$ cat src/rtl/i2s_dac_transmitter_if.sv
// Sample handshake bundle between a PCM source and the I2S DAC transmitter.
// The source owns the stereo pair and valid; the transmitter answers with ready.
interface i2s_dac_transmitter_if #(
    parameter int DATA_WIDTH = 24
) ();
    logic [DATA_WIDTH-1:0] left_in;
    logic [DATA_WIDTH-1:0] right_in;
    logic                  sample_valid;
    logic                  sample_ready;

    modport master (output left_in, right_in, sample_valid, input sample_ready);
    modport slave  (input left_in, right_in, sample_valid, output sample_ready);
endinterface

$ cat src/rtl/i2s_dac_transmitter.sv
// I2S slave transmitter for the WM8731 DAC pin: buffers stereo pairs in a small
// FIFO and shifts them out MSB first on the codec's BCLK/LRCK, with underflow silence.
module i2s_dac_transmitter #(
    parameter int DATA_WIDTH = 24,
    parameter int SLOT_WIDTH = 32,
    parameter int FIFO_DEPTH = 4
) (
    input  logic                        clk,
    input  logic                        reset,
    i2s_dac_transmitter_if.slave        s_if,
    input  logic                        AUD_BCLK,
    input  logic                        AUD_DACLRCK,
    output logic                        AUD_DACDAT,
    output logic [$clog2(FIFO_DEPTH):0] fifo_level,
    output logic [15:0]                 underflow_count
);
    localparam int CW = $clog2(SLOT_WIDTH);
    localparam int AW = $clog2(FIFO_DEPTH);
    localparam int LW = AW + 1;

    typedef enum logic [1:0] {IDLE, LEFT, RIGHT} state_t;

    logic                  bclk_meta_q, bclk_sync_q, bclk_prev_q;
    logic                  lrck_meta_q, lrck_sync_q, lr_last_q;
    logic [2*DATA_WIDTH-1:0] mem_q [FIFO_DEPTH];
    logic [AW-1:0]         wr_ptr_q, rd_ptr_q;
    logic [LW-1:0]         level_q;

    state_t                state_q, state_d;
    logic [CW-1:0]         bit_cnt_q, bit_cnt_d;
    logic [DATA_WIDTH-1:0] shift_q, shift_d;
    logic [DATA_WIDTH-1:0] hold_q, hold_d;
    logic                  dacdat_q, dacdat_d;
    logic [15:0]           uf_q, uf_d;

    logic                  fe, boundary, to_left, to_right;
    logic                  fifo_empty, fifo_full, ready, push, pop;
    logic [2*DATA_WIDTH-1:0] head;
    logic [CW-1:0]         cnt_inc;

    assign fe         = bclk_prev_q & ~bclk_sync_q;
    assign boundary   = fe & (lrck_sync_q != lr_last_q);
    assign to_left    = boundary & ~lrck_sync_q;
    assign to_right   = boundary & lrck_sync_q;
    assign fifo_empty = (level_q == '0);
    assign fifo_full  = (level_q == LW'(FIFO_DEPTH));
    assign ready      = ~fifo_full & ~reset;
    assign push       = s_if.sample_valid & ready;
    // Pop decision uses the registered level, so a same-cycle push never bypasses.
    assign pop        = to_left & ~fifo_empty;
    assign head       = mem_q[rd_ptr_q];
    assign cnt_inc    = (bit_cnt_q == CW'(SLOT_WIDTH - 1)) ? bit_cnt_q : bit_cnt_q + CW'(1);

    always_comb begin
        state_d   = state_q;
        bit_cnt_d = bit_cnt_q;
        shift_d   = shift_q;
        hold_d    = hold_q;
        dacdat_d  = dacdat_q;
        uf_d      = uf_q;
        if (fe) begin
            dacdat_d  = 1'b0;
            bit_cnt_d = boundary ? '0 : cnt_inc;
        end
        if (to_left) begin
            state_d = LEFT;
            if (fifo_empty) begin
                shift_d = '0;
                hold_d  = '0;
                if (uf_q != 16'hFFFF) uf_d = uf_q + 16'd1;
            end else begin
                shift_d = head[2*DATA_WIDTH-1:DATA_WIDTH];
                hold_d  = head[DATA_WIDTH-1:0];
            end
        end else if (to_right) begin
            if (state_q == LEFT) begin
                state_d = RIGHT;
                shift_d = hold_q;
            end
        end else if (fe && state_q != IDLE && cnt_inc <= CW'(DATA_WIDTH)) begin
            dacdat_d = shift_q[DATA_WIDTH-1];
            shift_d  = {shift_q[DATA_WIDTH-2:0], 1'b0};
        end
    end

    always_ff @(posedge clk) begin
        if (reset) begin
            bclk_meta_q <= 1'b0;
            bclk_sync_q <= 1'b0;
            bclk_prev_q <= 1'b0;
            lrck_meta_q <= 1'b0;
            lrck_sync_q <= 1'b0;
            lr_last_q   <= 1'b0;
            wr_ptr_q    <= '0;
            rd_ptr_q    <= '0;
            level_q     <= '0;
            state_q     <= IDLE;
            bit_cnt_q   <= '0;
            shift_q     <= '0;
            hold_q      <= '0;
            dacdat_q    <= 1'b0;
            uf_q        <= '0;
        end else begin
            bclk_meta_q <= AUD_BCLK;
            bclk_sync_q <= bclk_meta_q;
            bclk_prev_q <= bclk_sync_q;
            lrck_meta_q <= AUD_DACLRCK;
            lrck_sync_q <= lrck_meta_q;
            if (fe) lr_last_q <= lrck_sync_q;
            if (push) wr_ptr_q <= wr_ptr_q + AW'(1);
            if (pop)  rd_ptr_q <= rd_ptr_q + AW'(1);
            case ({push, pop})
                2'b10:   level_q <= level_q + LW'(1);
                2'b01:   level_q <= level_q - LW'(1);
                default: level_q <= level_q;
            endcase
            state_q   <= state_d;
            bit_cnt_q <= bit_cnt_d;
            shift_q   <= shift_d;
            hold_q    <= hold_d;
            dacdat_q  <= dacdat_d;
            uf_q      <= uf_d;
        end
    end

    always_ff @(posedge clk) begin
        if (push) mem_q[wr_ptr_q] <= {s_if.left_in, s_if.right_in};
    end

    assign s_if.sample_ready = ready;
    assign AUD_DACDAT        = dacdat_q;
    assign fifo_level        = level_q;
    assign underflow_count   = uf_q;
endmodule

$ cat src/flat_wrapper.sv
// flat-port wrapper written by rule: the top's interface ports become plain ports
module i2s_dac_transmitter_flat 
#(
    parameter int DATA_WIDTH = 24,
    parameter int SLOT_WIDTH = 32,
    parameter int FIFO_DEPTH = 4
)
  (clk, reset, AUD_BCLK, AUD_DACLRCK, AUD_DACDAT, fifo_level, underflow_count, s_if_left_in, s_if_right_in, s_if_sample_valid, s_if_sample_ready);
  i2s_dac_transmitter_if #(.DATA_WIDTH(DATA_WIDTH)) s_if_i ();
  input  logic clk;
  input  logic reset;
  input  logic AUD_BCLK;
  input  logic AUD_DACLRCK;
  output logic AUD_DACDAT;
  output logic [$clog2(FIFO_DEPTH):0] fifo_level;
  output logic [15:0] underflow_count;
  input wire logic [$bits(s_if_i.left_in)-1:0] s_if_left_in;
  input wire logic [$bits(s_if_i.right_in)-1:0] s_if_right_in;
  input wire logic [$bits(s_if_i.sample_valid)-1:0] s_if_sample_valid;
  output wire logic [$bits(s_if_i.sample_ready)-1:0] s_if_sample_ready;
  assign s_if_i.left_in = s_if_left_in;
  assign s_if_i.right_in = s_if_right_in;
  assign s_if_i.sample_valid = s_if_sample_valid;
  assign s_if_sample_ready = s_if_i.sample_ready;
  i2s_dac_transmitter #(.DATA_WIDTH(DATA_WIDTH), .SLOT_WIDTH(SLOT_WIDTH), .FIFO_DEPTH(FIFO_DEPTH)) u_core (.clk(clk), .reset(reset), .s_if(s_if_i), .AUD_BCLK(AUD_BCLK), .AUD_DACLRCK(AUD_DACLRCK), .AUD_DACDAT(AUD_DACDAT), .fifo_level(fifo_level), .underflow_count(underflow_count));
endmodule
$ cat config.mk
export PLATFORM = sky130hd
export DESIGN_NAME = i2s_dac_transmitter_flat
export DESIGN_NICKNAME = d
export VERILOG_FILES = /design/src/rtl/i2s_dac_transmitter_if.sv /design/src/rtl/i2s_dac_transmitter.sv /design/src/flat_wrapper.sv
export SDC_FILE = /design/constraint.sdc
export NUM_CORES = 1
export LEC_CHECK = 0
export ABC_AREA = 1
export CAP_MARGIN = 20
export CORE_MARGIN = 4
export CORE_UTILIZATION = 55
export CTS_CLUSTER_DIAMETER = 100
export DETAILED_ROUTE_END_ITERATION = 10
export GPL_TIMING_DRIVEN = 1
export PLACE_DENSITY_LB_ADDON = 0.05
export SETUP_SLACK_MARGIN = 0.4
export SKIP_CTS_REPAIR_TIMING = 1
export SLEW_MARGIN = 20
export SYNTH_ARGS = -nofsm -noshare
export SYNTH_HDL_FRONTEND = slang
export SYNTH_SLANG_ARGS = --single-unit
$ cat constraint.sdc
create_clock -name clk -period 8.56 [get_ports clk]
set_input_delay 1.712 -clock clk [delete_from_list [all_inputs] [get_ports clk]]
set_output_delay 1.712 -clock clk [all_outputs]
set_load 0.02 [all_outputs]
### Yosys cells after proc, flatten, opt, wreduce, memory -nomap -nowiden

Memory sizes are Yosys's and may differ from the RTL's. A register that Yosys moved wholly into a read port is not among the register bits.
Index checks and enable logic that the tools add are counted.
W data, S select, Z words.

* input bits: 53
* bits in registers: 85
* logic and storage cells: 77
* output and inout bits: 21
* RAM bits: 192
* memories kept: 1

Memory list
* u_core.mem_q: depth 4, width 48, rd ports 1, clocked after Yosys merged registers in 1, wr ports 1, RTL line i2s_dac_transmitter.sv:25 `logic [2*DATA_WIDTH-1:0] mem_q [FIFO_DEPTH];`

* equal/unequal tests: 8
* magnitude comparators: 1
* bitwise logic cells: 12
* reduce and logical (&&, ||, !) cells: 13
* muxes and demuxes: 20
* add/subtract/negate cells: 6

Operator list (number)
* $mux W24: 6
* $add A16 B1 Y16 const B: 1
* $ne A16 B16 Y1 const B: 1
* $mux W5: 2
* $mux W1: 9
* $reduce_bool A2 Y1: 4
* $and A1 B1 Y1: 7
* $pmux W3 S2: 1
* $reduce_and A2 Y1: 3
* $add A5 B1 Y5 const B: 1
* $eq A5 B5 Y1 const B: 1
* $le A5 B5 Y1 const B: 1
* $not A1 Y1: 5
* $add A2 B1 Y2 const B: 2
* $eq A2 B1 Y1 const B: 2
* $mux W2: 2
* $add A3 B1 Y3 const B: 1
* $eq A3 B3 Y1 const B: 1
* $logic_not A3 Y1: 1
* $ne A3 B2 Y1 const B: 1
* $reduce_and A3 Y1: 1
* $reduce_bool A3 Y1: 1
* $sub A3 B1 Y3 const B: 1
* $eq A2 B2 Y1 const B: 1
* 3 further kinds: 4

### Logic depth before layout (Yosys ltp)

* depth in word-level cells: 7
* gate-level depth with buffers: 15
* mapped depth without buffers: 13

### Least setup slack after synthesis

Ideal clock, no wire load.

* kind: input to register
* start: input reset
* end: memory u_core.mem_q[0][0] (netlist bit) (enable)
* arrival time: 4684 ps
* library setup time: 454 ps
* slack: 3422 ps
* stages: 4
* cell sequence: clkbuf_1 -> a31oi_1 -> nand2_1 -> nor2_1

* cells in the longest elaborated chain, start to end: 5

RTL lines
* from (decl): RTL line flat_wrapper.sv:11 `input logic reset;`
* $not A1 Y1: RTL line i2s_dac_transmitter.sv:47 `assign ready = ~fifo_full & ~reset;`
* $and A1 B1 Y1: RTL line i2s_dac_transmitter.sv:47
* via s_if_sample_ready: RTL line flat_wrapper.sv:20 `output wire logic [$bits(s_if_i.sample_ready)-1:0] s_if_sample_ready;`
* $and A1 B1 Y1: RTL line i2s_dac_transmitter.sv:48 `assign push = s_if.sample_valid & ready;`
* $mux W1: RTL line i2s_dac_transmitter.sv:127 `if (push) mem_q[wr_ptr_q] <= {s_if.left_in, s_if.right_in};`
* $mux W1 (implied by the code): RTL line i2s_dac_transmitter.sv:127
* to (decl): RTL line i2s_dac_transmitter.sv:25

The timed path passes the listed nets, and every way through them passes these cells.

### Worst setup path in the final report

* start: input reset
* end: output s_if_sample_ready

* cells in the longest elaborated chain, start to end: 2

RTL lines (RTL line)
* $not A1 Y1: i2s_dac_transmitter.sv:47
* $and A1 B1 Y1: i2s_dac_transmitter.sv:47
* to (decl): flat_wrapper.sv:20

Every way passes these cells.

==> results.md <==
* RSZ-0062 raised after global routing: false
* Cells after DPL at 1413
* DR vias at 8008
* Synth warn at 0
* Sink Count at 279
* Slew HR at 0.350
* H-tree levels at 1
* Row count at 52
* Critical path endpoint category: primary output
* Setup TNS at 0 ns
* # DRC at 0
* N_diodes at 0
* Max-cap violation count at 0
* Nets at 1235
* Yosys reg bits at 279
* Post-Syn Instances at 1124
* HP Class: flop to flop
* Status: completed
* Worst-skew pair later-pin latency at 0.55 ns
* Synthesized area at 11600 um^2
* Worst Skew at 0.0185 ns
* Hold Fails Final Rpt at 0
* Initial antenna violation count at 0
* Setup Viol. Count Final at 0
* Lkg Pwr at 0.00469 uW
* Synthesized area per cell at 10.3 um^2
* Final Max Tran Viols at 0
* Share of cells above drive strength 1 at 0.0703
* Tmin final at 4.99 ns
* Global-route wire length before repair at 39800 um
* Synth cell types at 37
* Final Total Pwr at 2760 uW
* Crit Path Class: input pin to primary output
* Crit path max fanout at 46
* Peak VDD IR at 167 uV
* Die ar. at 23400 um^2
* GRT Util Overall at 0.206
* Final HPWL DP at 14300 um
* Worst setup SP type: input pin
* EDFF count, synth at 192
* Worst slack at placement at 3.55 ns
* Final Cycle Share at 0.583
* Core Box Area at 20400 um^2
* CTS tree: yes
* Vias per cell at 5.47
* Die Y at 153 um
* Port buffer count at 73
* Worst-margin pin slew at 0.972 ns
* Largest net degree at the start of global routing at 89
* Smallest hold slack at 0.408 ns
* Final WL at 24200 um
* Pwr per Cell Area at 207 nW/um^2
* Arr. time, crit path at 3.28 ns
* Highest clock rate at 0.200 GHz
* Boundary Pins at 74
* Post-synth ARST share at 0
* Main synth FF type: edfxtp_1
* Area Growth Syn to Fin at 15.4%
* Sequential element share of the synthesized area at 0.650
* Buffer depth of the longest clock path at 3
* Initial Utilization at 0.565
* Post-route ant nets at 0
* Drt pass-1 iters at 5
* Per-cell routed wire length at 16.5 um
* Initial DRC count at 514
* Non-Filler Instances at 1465
* Clock slew at reported path FFs at 0.06 ns
* Data required time of the worst path at 6.85 ns
* Filler cells at 1651
* Area of the multi-input gates at 3400 um^2
* Gr ovfl total at 0
* Vias in the first global route at 7625
* RD Place Congestion at 0.775
* CTS root buf: clkbuf_16
* Syn nets at 1185
* TritonCTS Buffers at 29
* PnR worst setup slack at 3.57 ns
* Chip width at 153 um
* FF+latch area at 7510 um^2
synth_stat cells (2+ instances only):
library cell	n	area (um^2)
nand3_1	42	210
buf_2	17	85.1
inv_1	91	342
o21ai_0	109	546
nand2_2	2	12.5
ha_1	7	87.6
inv_2	5	18.8
o211ai_1	23	173
nor3_1	6	30.0
clkbuf_1	35	131
buf_4	7	52.6
o22ai_1	48	300
edfxtp_1	192	5770
nor3b_1	3	22.5
nor2_1	168	631
dfxtp_1	87	1740
a21oi_1	50	250
xor2_1	5	43.8
a21oi_2	10	87.6
o21ai_1	3	15.0
nor2_4	3	33.8
nand4_1	2	12.5
buf_1	5	18.8
buf_6	2	22.5
a31oi_1	2	12.5
nand2_1	171	642
and3_1	2	12.5
a22oi_1	15	113
xnor2_1	4	35.0
critical path: stages:
cell             delay [ns]
clkdlybuf4s50_1        0.45
buf_4                  0.44
a31oi_1                0.11
clkdlybuf4s50_1        0.56
per-layer routing:
| layer | global-route usage | vias up | part of all wire |
|---|---|---|---|
| li1 | - | 3978 | - |
| met1 | 0.291 | 3835 | 0.46 |
| met2 | 0.346 | 163 | 0.49 |
| met3 | 0.0294 | 32 | 0.042 |
| met4 | 0.0416 | 0 | 0.016 |
| met5 | 0 | - | 0 |
cell usage in the layout (no fill, tap or decap), drive strengths merged, types with 3 or more instances in the layout:
cell,instances
nand4,3
a22oi,15
dfxtp,87
edfxtp,192
clkbuf,33
buf,13
xor2,5
inv,96
clkinv,14
a21oi,60
o21ai,112
nor3,7
o22ai,48
nand2,174
o211ai,23
clkdlybuf4s50,73
nand3,43
clkinvlp,3
nor2,172
ha,7
nor3b,3
xnor2,4
where the power goes:
part | internal [uW] | switching, uW | total, uW
sequential | 1470 | 7.33 | 1480
combinational | 39.0 | 58.8 | 97.8
clock | 681 | 506 | 1190
total | 2190 | 572 | 2760
kinds of logic after synthesis:
| family | synth area share |
|---|---|
| DFF | 0.650 |
| buffers and inverters | 0.0598 |
| AOI/OAI and AO/OA | 0.130 |
| and+or+nand+nor | 0.145 |
| xor gates and xnor gates | 0.00682 |
| adders and majority gates | 0.00931 |
per-stage QoR:
stage,util,area (um^2)
after floorplan,-,11600
after global placement,0.608,12400
after detailed placement,0.608,12400
after CTS,0.652,13300
after global routing,0.652,13300
final,0.652,13300
area by class of cell:
cell class,count,share of cell area
multi-input cells,682,0.255
clock buffers,33,0.0556
inverters,96,0.0270
clock inverters,19,0.0119
repair buffers,86,0.0621
flip-flops and latches,279,0.563
well taps,270,0.0253
state kept, by name (all words and copies together) (netlist names), 3 cells and up, named ones only:
name / count
u_core.bit_cnt_q: 5
u_core.fifo_level: 3
u_core.hold_q: 24
u_core.mem_q: 192
u_core.shift_q: 24
u_core.underflow_count: 16
path summary, 6_finish.rpt:
| kind | start | endpoint | slack, ns | cells after the start |
|---|---|---|---|---|
| min reg2reg | u_core.lrck_meta_q$_SDFF_PP0_ | u_core.lrck_sync_q$_SDFF_PP0_ | 0.41 | 2 |
| min | u_core.lrck_meta_q$_SDFF_PP0_ | u_core.lrck_sync_q$_SDFF_PP0_ | 0.41 | 2 |
| max reg2reg | u_core.bclk_sync_q$_SDFF_PP0_ | u_core.fifo_level[2]$_SDFFE_PP0P_ | 5.52 | 13 |
| max | reset | s_if_sample_ready | 3.57 | 4 |
Power figures use the tool's default switching activity.
